File: src/rtl/ram_bus_arbiter_if.sv
// Bus bundle between the CPU/DMA requesters, the RAM arbiter and the RAM strobes.
// The arbiter takes the slave view; the requesters and RAM side take the master view.
interface ram_bus_arbiter_if;
    logic        creq;
    logic        cwr;
    logic [15:0] ca;
    logic        dreq;
    logic        dwr;
    logic [15:0] da;
    logic        cack;
    logic        dack;
    logic        cgnt;
    logic        dgnt;
    logic [15:0] ra;
    logic        ramcs;
    logic        ramwr;
    logic        miss;

    modport slave (
        input  creq, cwr, ca, dreq, dwr, da,
        output cack, dack, cgnt, dgnt, ra, ramcs, ramwr, miss
    );

    modport master (
        output creq, cwr, ca, dreq, dwr, da,
        input  cack, dack, cgnt, dgnt, ra, ramcs, ramwr, miss
    );
endinterface

File: src/rtl/ram_bus_arbiter.sv
// Round-robin arbiter sharing one static-RAM port between CPU and DMA, sequencing
// each access as SETUP / STROBE / HOLD with registered active-low RAMCS and RAMWR.
module ram_bus_arbiter #(
    parameter int unsigned WAIT_CYCLES = 2,
    parameter logic [15:0] RAM_TOP     = 16'h2FFF
) (
    input logic              clk,
    input logic              rst,
    ram_bus_arbiter_if.slave bus
);

    generate
        if (WAIT_CYCLES < 1 || WAIT_CYCLES > 15) begin : g_bad_wait
            $error("ram_bus_arbiter: WAIT_CYCLES must be in 1..15");
        end
    endgenerate

    typedef enum logic [2:0] {
        IDLE,
        SETUP,
        STROBE,
        HOLD,
        MISSACK
    } state_t;

    localparam logic [3:0] CNT_LOAD = 4'(WAIT_CYCLES - 1);

    state_t      state;
    logic [3:0]  cnt;
    logic        wr_q;
    logic        owner_dma;
    logic        last_dma;

    logic        pick_any;
    logic        pick_dma;
    logic [15:0] pick_addr;
    logic        pick_wr;

    // On a tie the requester that did not win last time takes the port.
    assign pick_any  = bus.creq | bus.dreq;
    assign pick_dma  = bus.dreq & (~bus.creq | ~last_dma);
    assign pick_addr = pick_dma ? bus.da  : bus.ca;
    assign pick_wr   = pick_dma ? bus.dwr : bus.cwr;

    // NOTE: every register here uses <= so all of them update from the same
    // pre-edge values; blocking assignments would let later lines see new values.
    always_ff @(posedge clk or posedge rst) begin
        if (rst) begin
            state     <= IDLE;
            cnt       <= '0;
            wr_q      <= 1'b0;
            owner_dma <= 1'b0;
            last_dma  <= 1'b1;
            bus.ra    <= '0;
            bus.ramcs <= 1'b1;
            bus.ramwr <= 1'b1;
            bus.cgnt  <= 1'b0;
            bus.dgnt  <= 1'b0;
            bus.cack  <= 1'b0;
            bus.dack  <= 1'b0;
            bus.miss  <= 1'b0;
        end else begin
            bus.cack <= 1'b0;
            bus.dack <= 1'b0;
            bus.miss <= 1'b0;

            case (state)
                IDLE: begin
                    if (pick_any) begin
                        owner_dma <= pick_dma;
                        wr_q      <= pick_wr;
                        if (pick_addr > RAM_TOP) begin
                            // Out-of-window: RA keeps its old value, RAM is never selected.
                            state <= MISSACK;
                        end else begin
                            bus.ra    <= pick_addr;
                            bus.cgnt  <= ~pick_dma;
                            bus.dgnt  <= pick_dma;
                            bus.ramcs <= 1'b0;
                            bus.ramwr <= 1'b1;
                            state     <= SETUP;
                        end
                    end
                end

                SETUP: begin
                    cnt       <= CNT_LOAD;
                    bus.ramwr <= ~wr_q;
                    state     <= STROBE;
                end

                STROBE: begin
                    if (cnt == 4'd0) begin
                        bus.ramwr <= 1'b1;
                        state     <= HOLD;
                    end else begin
                        cnt <= cnt - 4'd1;
                    end
                end

                HOLD: begin
                    bus.ramcs <= 1'b1;
                    bus.cgnt  <= 1'b0;
                    bus.dgnt  <= 1'b0;
                    bus.cack  <= ~owner_dma;
                    bus.dack  <= owner_dma;
                    last_dma  <= owner_dma;
                    state     <= IDLE;
                end

                MISSACK: begin
                    bus.cack <= ~owner_dma;
                    bus.dack <= owner_dma;
                    bus.miss <= 1'b1;
                    last_dma <= owner_dma;
                    state    <= IDLE;
                end

                default: state <= IDLE;
            endcase
        end
    end

endmodule

File: src/flat_wrapper.sv
// flat-port wrapper written by rule: the top's interface ports become plain ports
module ram_bus_arbiter_flat 
#(
    parameter int unsigned WAIT_CYCLES = 2,
    parameter logic [15:0] RAM_TOP     = 16'h2FFF
)
  (clk, rst, bus_creq, bus_cwr, bus_ca, bus_dreq, bus_dwr, bus_da, bus_cack, bus_dack, bus_cgnt, bus_dgnt, bus_ra, bus_ramcs, bus_ramwr, bus_miss);
  ram_bus_arbiter_if bus_i ();
  input logic clk;
  input logic rst;
  input wire logic [$bits(bus_i.creq)-1:0] bus_creq;
  input wire logic [$bits(bus_i.cwr)-1:0] bus_cwr;
  input wire logic [$bits(bus_i.ca)-1:0] bus_ca;
  input wire logic [$bits(bus_i.dreq)-1:0] bus_dreq;
  input wire logic [$bits(bus_i.dwr)-1:0] bus_dwr;
  input wire logic [$bits(bus_i.da)-1:0] bus_da;
  output wire logic [$bits(bus_i.cack)-1:0] bus_cack;
  output wire logic [$bits(bus_i.dack)-1:0] bus_dack;
  output wire logic [$bits(bus_i.cgnt)-1:0] bus_cgnt;
  output wire logic [$bits(bus_i.dgnt)-1:0] bus_dgnt;
  output wire logic [$bits(bus_i.ra)-1:0] bus_ra;
  output wire logic [$bits(bus_i.ramcs)-1:0] bus_ramcs;
  output wire logic [$bits(bus_i.ramwr)-1:0] bus_ramwr;
  output wire logic [$bits(bus_i.miss)-1:0] bus_miss;
  assign bus_i.creq = bus_creq;
  assign bus_i.cwr = bus_cwr;
  assign bus_i.ca = bus_ca;
  assign bus_i.dreq = bus_dreq;
  assign bus_i.dwr = bus_dwr;
  assign bus_i.da = bus_da;
  assign bus_cack = bus_i.cack;
  assign bus_dack = bus_i.dack;
  assign bus_cgnt = bus_i.cgnt;
  assign bus_dgnt = bus_i.dgnt;
  assign bus_ra = bus_i.ra;
  assign bus_ramcs = bus_i.ramcs;
  assign bus_ramwr = bus_i.ramwr;
  assign bus_miss = bus_i.miss;
  ram_bus_arbiter #(.WAIT_CYCLES(WAIT_CYCLES), .RAM_TOP(RAM_TOP)) u_core (.clk(clk), .rst(rst), .bus(bus_i));
endmodule
File: config.mk
export PLATFORM = sky130hd
export DESIGN_NAME = ram_bus_arbiter_flat
export DESIGN_NICKNAME = d
export VERILOG_FILES = /design/src/rtl/ram_bus_arbiter_if.sv /design/src/rtl/ram_bus_arbiter.sv /design/src/flat_wrapper.sv
export SDC_FILE = /design/constraint.sdc
export NUM_CORES = 1
export LEC_CHECK = 0
export BUFFER_PORTS_ARGS = -buffer_cell sky130_fd_sc_hd__buf_4
export CORE_MARGIN = 8
export CORE_UTILIZATION = 52
export CTS_CLUSTER_SIZE = 30
export DETAILED_ROUTE_END_ITERATION = 6
export PLACE_DENSITY = 0.87
export SKIP_LAST_GASP = 1
export SLEW_MARGIN = 10
export SYNTH_ARGS = -nofsm -noshare
export SYNTH_HDL_FRONTEND = slang
export SYNTH_SLANG_ARGS = --single-unit
export TNS_END_PERCENT = 30
File: constraint.sdc
create_clock -name clk -period 4.63 [get_ports clk]
set_input_delay 0.2315 -clock clk [delete_from_list [all_inputs] [get_ports clk]]
set_output_delay 0.2315 -clock clk [all_outputs]
set_load 0.02 [all_outputs]
==> results by group, run 1 <==
Status
  – Status: complete, no violations

Synthesis
  – Fraction of registers with async set/reset: 100%
  – Sequential fraction of the synthesis area: between 40 and 50%
  – Syn Nets: between 150 and 200
  – Post-synth EDFFs: 0
  – FF+latch count, synth: 33
  – Main synth FF type: dfrtp_1
  – Avg Synthesized Cell Area: between 10 and 15 um^2
  – Cell variety after synth: 39
  – Ys Warns: 0
  – Synthesized instance count: 131
  – Mapped Area: around 1700 um^2

Global routing
  – Gr usage total: 15.4%
  – Global-route wire length before repair: 6180 um
  – GR Overflow Total: 0
  – Vias in the first global route: 1,312
  – Initial antenna violation count: 0
  – Largest net degree at the start of global routing: 34

Route
  – Pre-antenna DRT Iters: 4
  – Metal3 WL: around 280 um
  – DRT antenna net count: 0
  – Uppermost layer routed: met4
  – Post-DR wirelength/cell: between 15 and 20 um
  – Post-route DRC: 0
  – Vias post-DR: around 1,200
  – Via density: between 5 and 6
  – WL met2: between 2000 and 2500 um
  – Initial DRC Count: 57
  – Final Routed Wirelength: slightly below 4000 um
  – Met1 WL: approximately 1500 um

Worst setup path
  – R2r endpoint: u_core.bus.ra[9]
  – Reg2reg setup slack: 2290 ps
  – Worst EP arrival: around 2600 ps
  – FF-to-FF Start: u_core.last_dma
  – CP Capture Type: register
  – CP peak stage delay: about 860 ps
  – Setup CP Type: register to register
  – Startpoint Class: register
  – CP startpoint: u_core.last_dma
  – Required @ worst endpoint: slightly below 5000 ps
  – Worst Path Max Fanout: 19
  – Cells along the critical path: a21boi_2 > mux2i_4 > nor2_8 > mux2_4
  – R2R cell count: 4
  – Critical Path Slowest Stage Cell: a21boi_2

Placed design
  – Gpl congestion: about 0.85
  – IO buf count: 60
  – Placed cells: 230
  – Placed wire-length estimate: roughly 3000 um

Cells and area
  – Fill cell count: roughly 210
  – Non-Filler Instances: between 200 and 250
  – Register area: 830 um^2
  – Post-layout net count: approximately 230
  – P&R area growth vs syn: 33.2%
  – Antenna Cells: 0
  – Layout cell share with drive strength beyond 1: between 50% and 60%
  – Area of the multi-input gates: approximately 770 um^2
  – Fin util: between 70 and 80%

Min path
  – Min-delay worst type: input pin to register
  – Min-delay src: bus_cwr
  – Hold path endpoint: u_core.wr_q
  – Worst hold path cell count: 3

CTS
  – Clock latency at the later pin of the worst-skew pair: about 330 ps
  – Clk buf depth: 2
  – CTS tree: done
  – Htree depth: 2
  – Clk sinks: 33
  – Number of buffers created by CTS: 5
  – Clk pin slew, worst setup/hold paths: around 100 ps
  – Root buffer cell: clkbuf_4

Floorplan
  – Die width: just over 70 um
  – Initial Utilization: 54.6%
  – Core region area: around 3100 um^2
  – Die footprint: approximately 5300 um^2
  – Die Ht: 72.6 um
  – Cell row count: 20
  – # IOs: between 60 and 70

STA
  – Max transition margin: about a quarter
  – Fin crit share: between 50% and 60%
  – Hold_ws: between 150 and 200 ps
  – Final min period: about 2300 ps
  – Max Clock Skew: 7.66 ps
  – RSZ-0062 raised after global routing: no
  – Slew Viols, Final: 0
  – Endpoints failing hold: 0
  – Worst Tran Pin Value: between 1000 and 1500 ps
  – Count of final setup violators: 0
  – Final setup TNS: 0 ps
  – Max Clk Rate: roughly 430 MHz

Power and ir drop
  – Pleak: between 0.001 and 0.0015 uW
  – Power Density: 609 nW/um^2
  – VDD IR max: 0.000283 V

Run
  – Max cap viols: 0
## cells by family after synthesis
logic type | share of synthesized area, %
flops | 49.7
mux | 22.7
compound gates | 8.40
xor+xnor | 1.58
simple gates | 11.8
buf+inv | 4.35
fa+ha+maj | 1.50
## worst max-delay path, delay by kind of cell, from the launching register on
family,cells,cell delay [ps]
and+or+nand+nor,1,130
muxes,2,850
DFF,1,390
AOI/OAI and AO/OA,1,860
## Yosys cell counts (all sizes together), types with 2 or more instances
cell type | number | share of area [%]
a21o | 2 | 0.90
nor3b | 3 | 1.4
mux2i | 2 | 2.0
mux2 | 28 | 21
nand2 | 6 | 1.4
o22ai | 2 | 0.75
dfstp | 3 | 4.7
inv | 4 | 0.90
nor2b | 4 | 1.5
xor2 | 2 | 1.1
a211oi | 2 | 1.2
a21oi | 3 | 0.90
o21ai | 4 | 1.2
nand3 | 2 | 0.60
nor3 | 2 | 0.90
nor2 | 12 | 3.7
dfrtp | 30 | 45
ha | 2 | 1.5
buf | 6 | 3.5
## cells in the final DEF (no fill, tap or decap), drive strengths merged, types with 2 or more instances in the layout
cell,count
nor2b,4
o21ai,4
nand2,6
a21oi,3
ha,2
a21o,2
a211oi,2
mux2i,2
dfrtp,30
nand3,2
o22ai,2
nor3b,3
mux2,28
inv,4
buf,61
dfstp,3
nor3,2
xor2,2
nor2,12
clkbuf,7
## worst max path at each step
stage                            end  depth (start not counted)
floorplan            u_core.state[0]                          5
global placement    u_core.bus.ra[9]                          4
detailed placement  u_core.bus.ra[2]                          4
CTS                 u_core.bus.ra[2]                          4
global route        u_core.bus.ra[2]                          4
finish              u_core.bus.ra[9]                          4
## metal layers
layer,up-vias,track usage [%]
li1,589,-
met1,604,15.8
met2,40,25.9
met3,10,5.63
met4,0,9.56
met5,-,0
## metrics by stage
stage | power (uW) | area [um^2] | setup slack [ps]
2_1_floorplan | 918 | 1670 | 2910
3_3_place_gp | 1110 | 2130 | 2390
3_5_place_dp | 1140 | 2130 | 2280
4_1_cts | 1370 | 2220 | 2280
5_1_grt | 1430 | 2220 | 2130
6_report | 1350 | 2220 | 2290
## state kept, by name, indices dropped and copies added, names as in the netlist
name,flops
u_core.bus.dack,1
u_core.owner_dma,1
u_core.cnt,4
u_core.bus.ramwr,1
u_core.bus.ra,16
u_core.state,3
u_core.bus.cack,1
u_core.bus.ramcs,1
u_core.bus.dgnt,1
u_core.bus.miss,1
u_core.bus.cgnt,1
u_core.last_dma,1
u_core.wr_q,1
## what timing repair did
item / CTS / global route
endpoints found under the setup margin: 0 / 0
resized for setup: 0 / 0
hold buffers: 1 / 0
setup buffers: 0 / 0
endpoints found under the hold margin: 30 / 0
## final cells by class
type,instances,area share [%]
tap,44,2.48
clock inverter,1,1.35
clock buffer,7,2.48
multi-input combinational,88,34.6
inverter,4,0.676
timing repair buffer,62,21.1
sequential,33,37.3
## where the power goes
| part | internal (uW) | leakage [uW] | switching, uW |
|---|---|---|---|
| Clock | 129 | 0.0000455 | 96.4 |
| Combinational | 308 | 0.000626 | 303 |
| Sequential | 419 | 0.000404 | 99.2 |
No activity file was read; power rests on OpenSTA's default activity.
==> run 2: changes to the inputs <==
CORE_UTILIZATION = 49   (was 52)
PLACE_DENSITY = 0.83   (was 0.87)
clock period = 2.4 ns   (was 4.63 ns; I/O delays follow)
==> run 2 against run 1 <==
  * Sequential cell count stayed put
  * First-iteration DRC count is 42% higher
  * Maximum frequency is 20% higher
  * Final area is 0.90% lower
  * Clock power is 33% higher
  * Clock skew is 3.2 ps higher
  * Critical path depth stayed put
  * Die area is 4.7% higher
  * Routed wire length is 0.87% higher
  * Worst hold slack worse by 120 ps
  * Non-clock buffer count is 1 higher
  * Sequential share of layout area is 0.34 points higher
==> results by group, run 2 (synthesis results as in run 1) <==
STA
  – Slew Viols, Final: 0
  – Final setup TNS: 0 ps
  – Max Clock Skew: around 11 ps
  – Final Worst Setup Slack: 454 ps
  – Count of final setup violators: 0
  – Worst Tran Pin Value: approximately 700 ps
  – Fin crit share: 81.1%
  – Endpoints failing hold: 0
  – RSZ-0062 raised after global routing: no
  – Max Clk Rate: roughly 510 MHz
  – Max transition margin: 52.9%
  – Final min period: approximately 1900 ps

Power and ir drop
  – Sequential Power Share: approximately two fifths
  – Pleak: approximately 0.0011 uW
  – Combinational Power Share: ~48%
  – VDD IR max: approximately 0.0005 V
  – Switching Share: around two fifths
  – Power Density: around 1100 nW/um^2
  – Cell Int Power: approximately 1500 uW
  – P_sw: 968 uW
  – Clock Power Share: approximately an eighth

Min path
  – Min-delay worst type: input pin to register

Placed design
  – Placed cells: about 230
  – Placed cell areas: between 2000 and 2500 um^2
  – Placed wire-length estimate: around 3100 um
  – Dpl ws: about 470 ps
  – IO buf count: 60
  – Gpl congestion: roughly 0.86

CTS
  – Setup bufs post-CTS: 0
  – Clock latency at the later pin of the worst-skew pair: ~340 ps
  – Clk sinks: 33
  – Clk pin slew, worst setup/hold paths: roughly 100 ps
  – Htree depth: 2
  – CTS tree: done
  – Root buffer cell: clkbuf_4
  – Clk buf depth: 2
  – Number of buffers created by CTS: 5

Floorplan
  – Die Ht: ~74 um
  – Initial Utilization: 50.4%
  – # IOs: roughly 60
  – Die footprint: approximately 5500 um^2
  – Cell row count: 21
  – Core region area: roughly 3300 um^2
  – Die width: around 74 um

Run
  – Max cap viols: 0

Global routing
  – Global-route wire length before repair: between 6000 and 7000 um
  – GR Overflow Total: 0
  – Initial antenna violation count: 0
  – Vias in the first global route: approximately 1,400
  – Largest net degree at the start of global routing: 34
  – Gr usage total: roughly 15%

Cells and area
  – Largest Register: u_core.bus.ra
  – P&R area growth vs syn: 32.0%
  – Final instance area: around 2200 um^2
  – Largest registers: u_core.bus.ra x16, u_core.cnt x4, u_core.state x3
  – Post-layout net count: between 200 and 250
  – Layout cell share with drive strength beyond 1: 54.6%
  – Commonest non-fill, non-tap cells in the layout: buf_4, dfrtp_1, mux2_2
  – Max FFs per register: 16
  – Most common cell after layout, fill and taps aside: buf_4
  – Non-Filler Instances: between 200 and 250
  – Antenna Cells: 0

Route
  – DRT antenna net count: 0
  – Via density: 5.15
  – Pre-antenna DRT Iters: 4
  – WL met2: between 1500 and 2000 um
  – Metal3 WL: between 300 and 400 um
  – Final Routed Wirelength: 3940 um
  – Post-DR wirelength/cell: about 16 um
  – Vias post-DR: approximately 1,200
  – Post-route DRC: 0
  – Uppermost layer routed: met4
  – Initial DRC Count: a little over 80
  – Met1 WL: 1540 um

Worst setup path
  – Required @ worst endpoint: 2620 ps
  – Worst EP arrival: roughly 2200 ps
  – Setup CP Type: register to register
  – Cells along the critical path: nor3_2 > o21ai_1 > nor2_8 > mux2_2
  – Startpoint Class: register
  – CP peak stage delay: about 510 ps
  – Critical Path Slowest Stage Cell: dfrtp_1
  – Worst Path Max Fanout: 16
  – CP Capture Type: register

Status
  – Status: complete, no violations
[run 2: changes by cell type in the layout (fill, tap and decap cells not counted), sizes merged]
cell / change
clkinvlp: +1
bufinv: -1
buf: +1
clkbuf: -2
clkinv: +2
[run 2: final timing paths]
check	startpoint	endpoint	slack (ps)	depth (start not counted)
max in group asynchronous	rst	u_core.bus.ramwr	1620	4
min in group asynchronous	rst	u_core.bus.ra[5]	440	4
worst min register to register	u_core.wr_q	u_core.bus.ramwr	430	1
worst max-delay path	u_core.state[0]	u_core.bus.ra[12]	450	4
worst max register to register	u_core.state[0]	u_core.bus.ra[12]	450	4
worst min-delay path	bus_cwr	u_core.wr_q	80	3
[run 2: metal layers]
metal / vias up / GRT usage (%)
met1: 602 / 16.8
li1: 591 / -
met2: 48 / 25.5
met4: 0 / 6.52
met5: - / 0
met3: 6 / 5.39
[run 2: area by class of cell]
type	instances	area (um^2)
Fill cell	286	1110
Timing Repair Buffer	63	475
Inverter	4	15.0
Sequential cell	33	830
Multi-Input combinational cell	88	769
Tap cell	46	57.6
Clock buffer	5	37.5
Clock inverter	3	17.5
[run 2: metrics by stage]
stage	utilization [%]	hold slack [ps]	power, uW
after floorplan	-	247	1770
after global placement	64.6	230	2150
after CTS	66.5	89.5	2510
after global routing	66.5	103	2650
final	66.5	80.3	2480
after detailed placement	64.6	252	2210
[run 2: power by group through the flow]
stage / combinational (uW) / sequential [uW] / clock [uW]
6_report: 1190 / 992 / 299
5_1_grt: 1300 / 1030 / 331
4_1_cts: 1210 / 991 / 308
3_5_place_dp: 1210 / 999 / 0
3_3_place_gp: 1160 / 987 / 0
2_1_floorplan: 629 / 1140 / 0
[run 2: what timing repair did]
action / 4_1_cts / 5_1_grt
gates resized for setup: 0 / 0
hold buffers: 1 / 0
endpoints found under the hold margin: 30 / 0
[run 2: worst max-delay path, delay by kind of cell (launching register included)]
kind,cells,cell delay (ps)
simple gates,2,660
mux,1,370
compound gates,1,300
flops,1,510
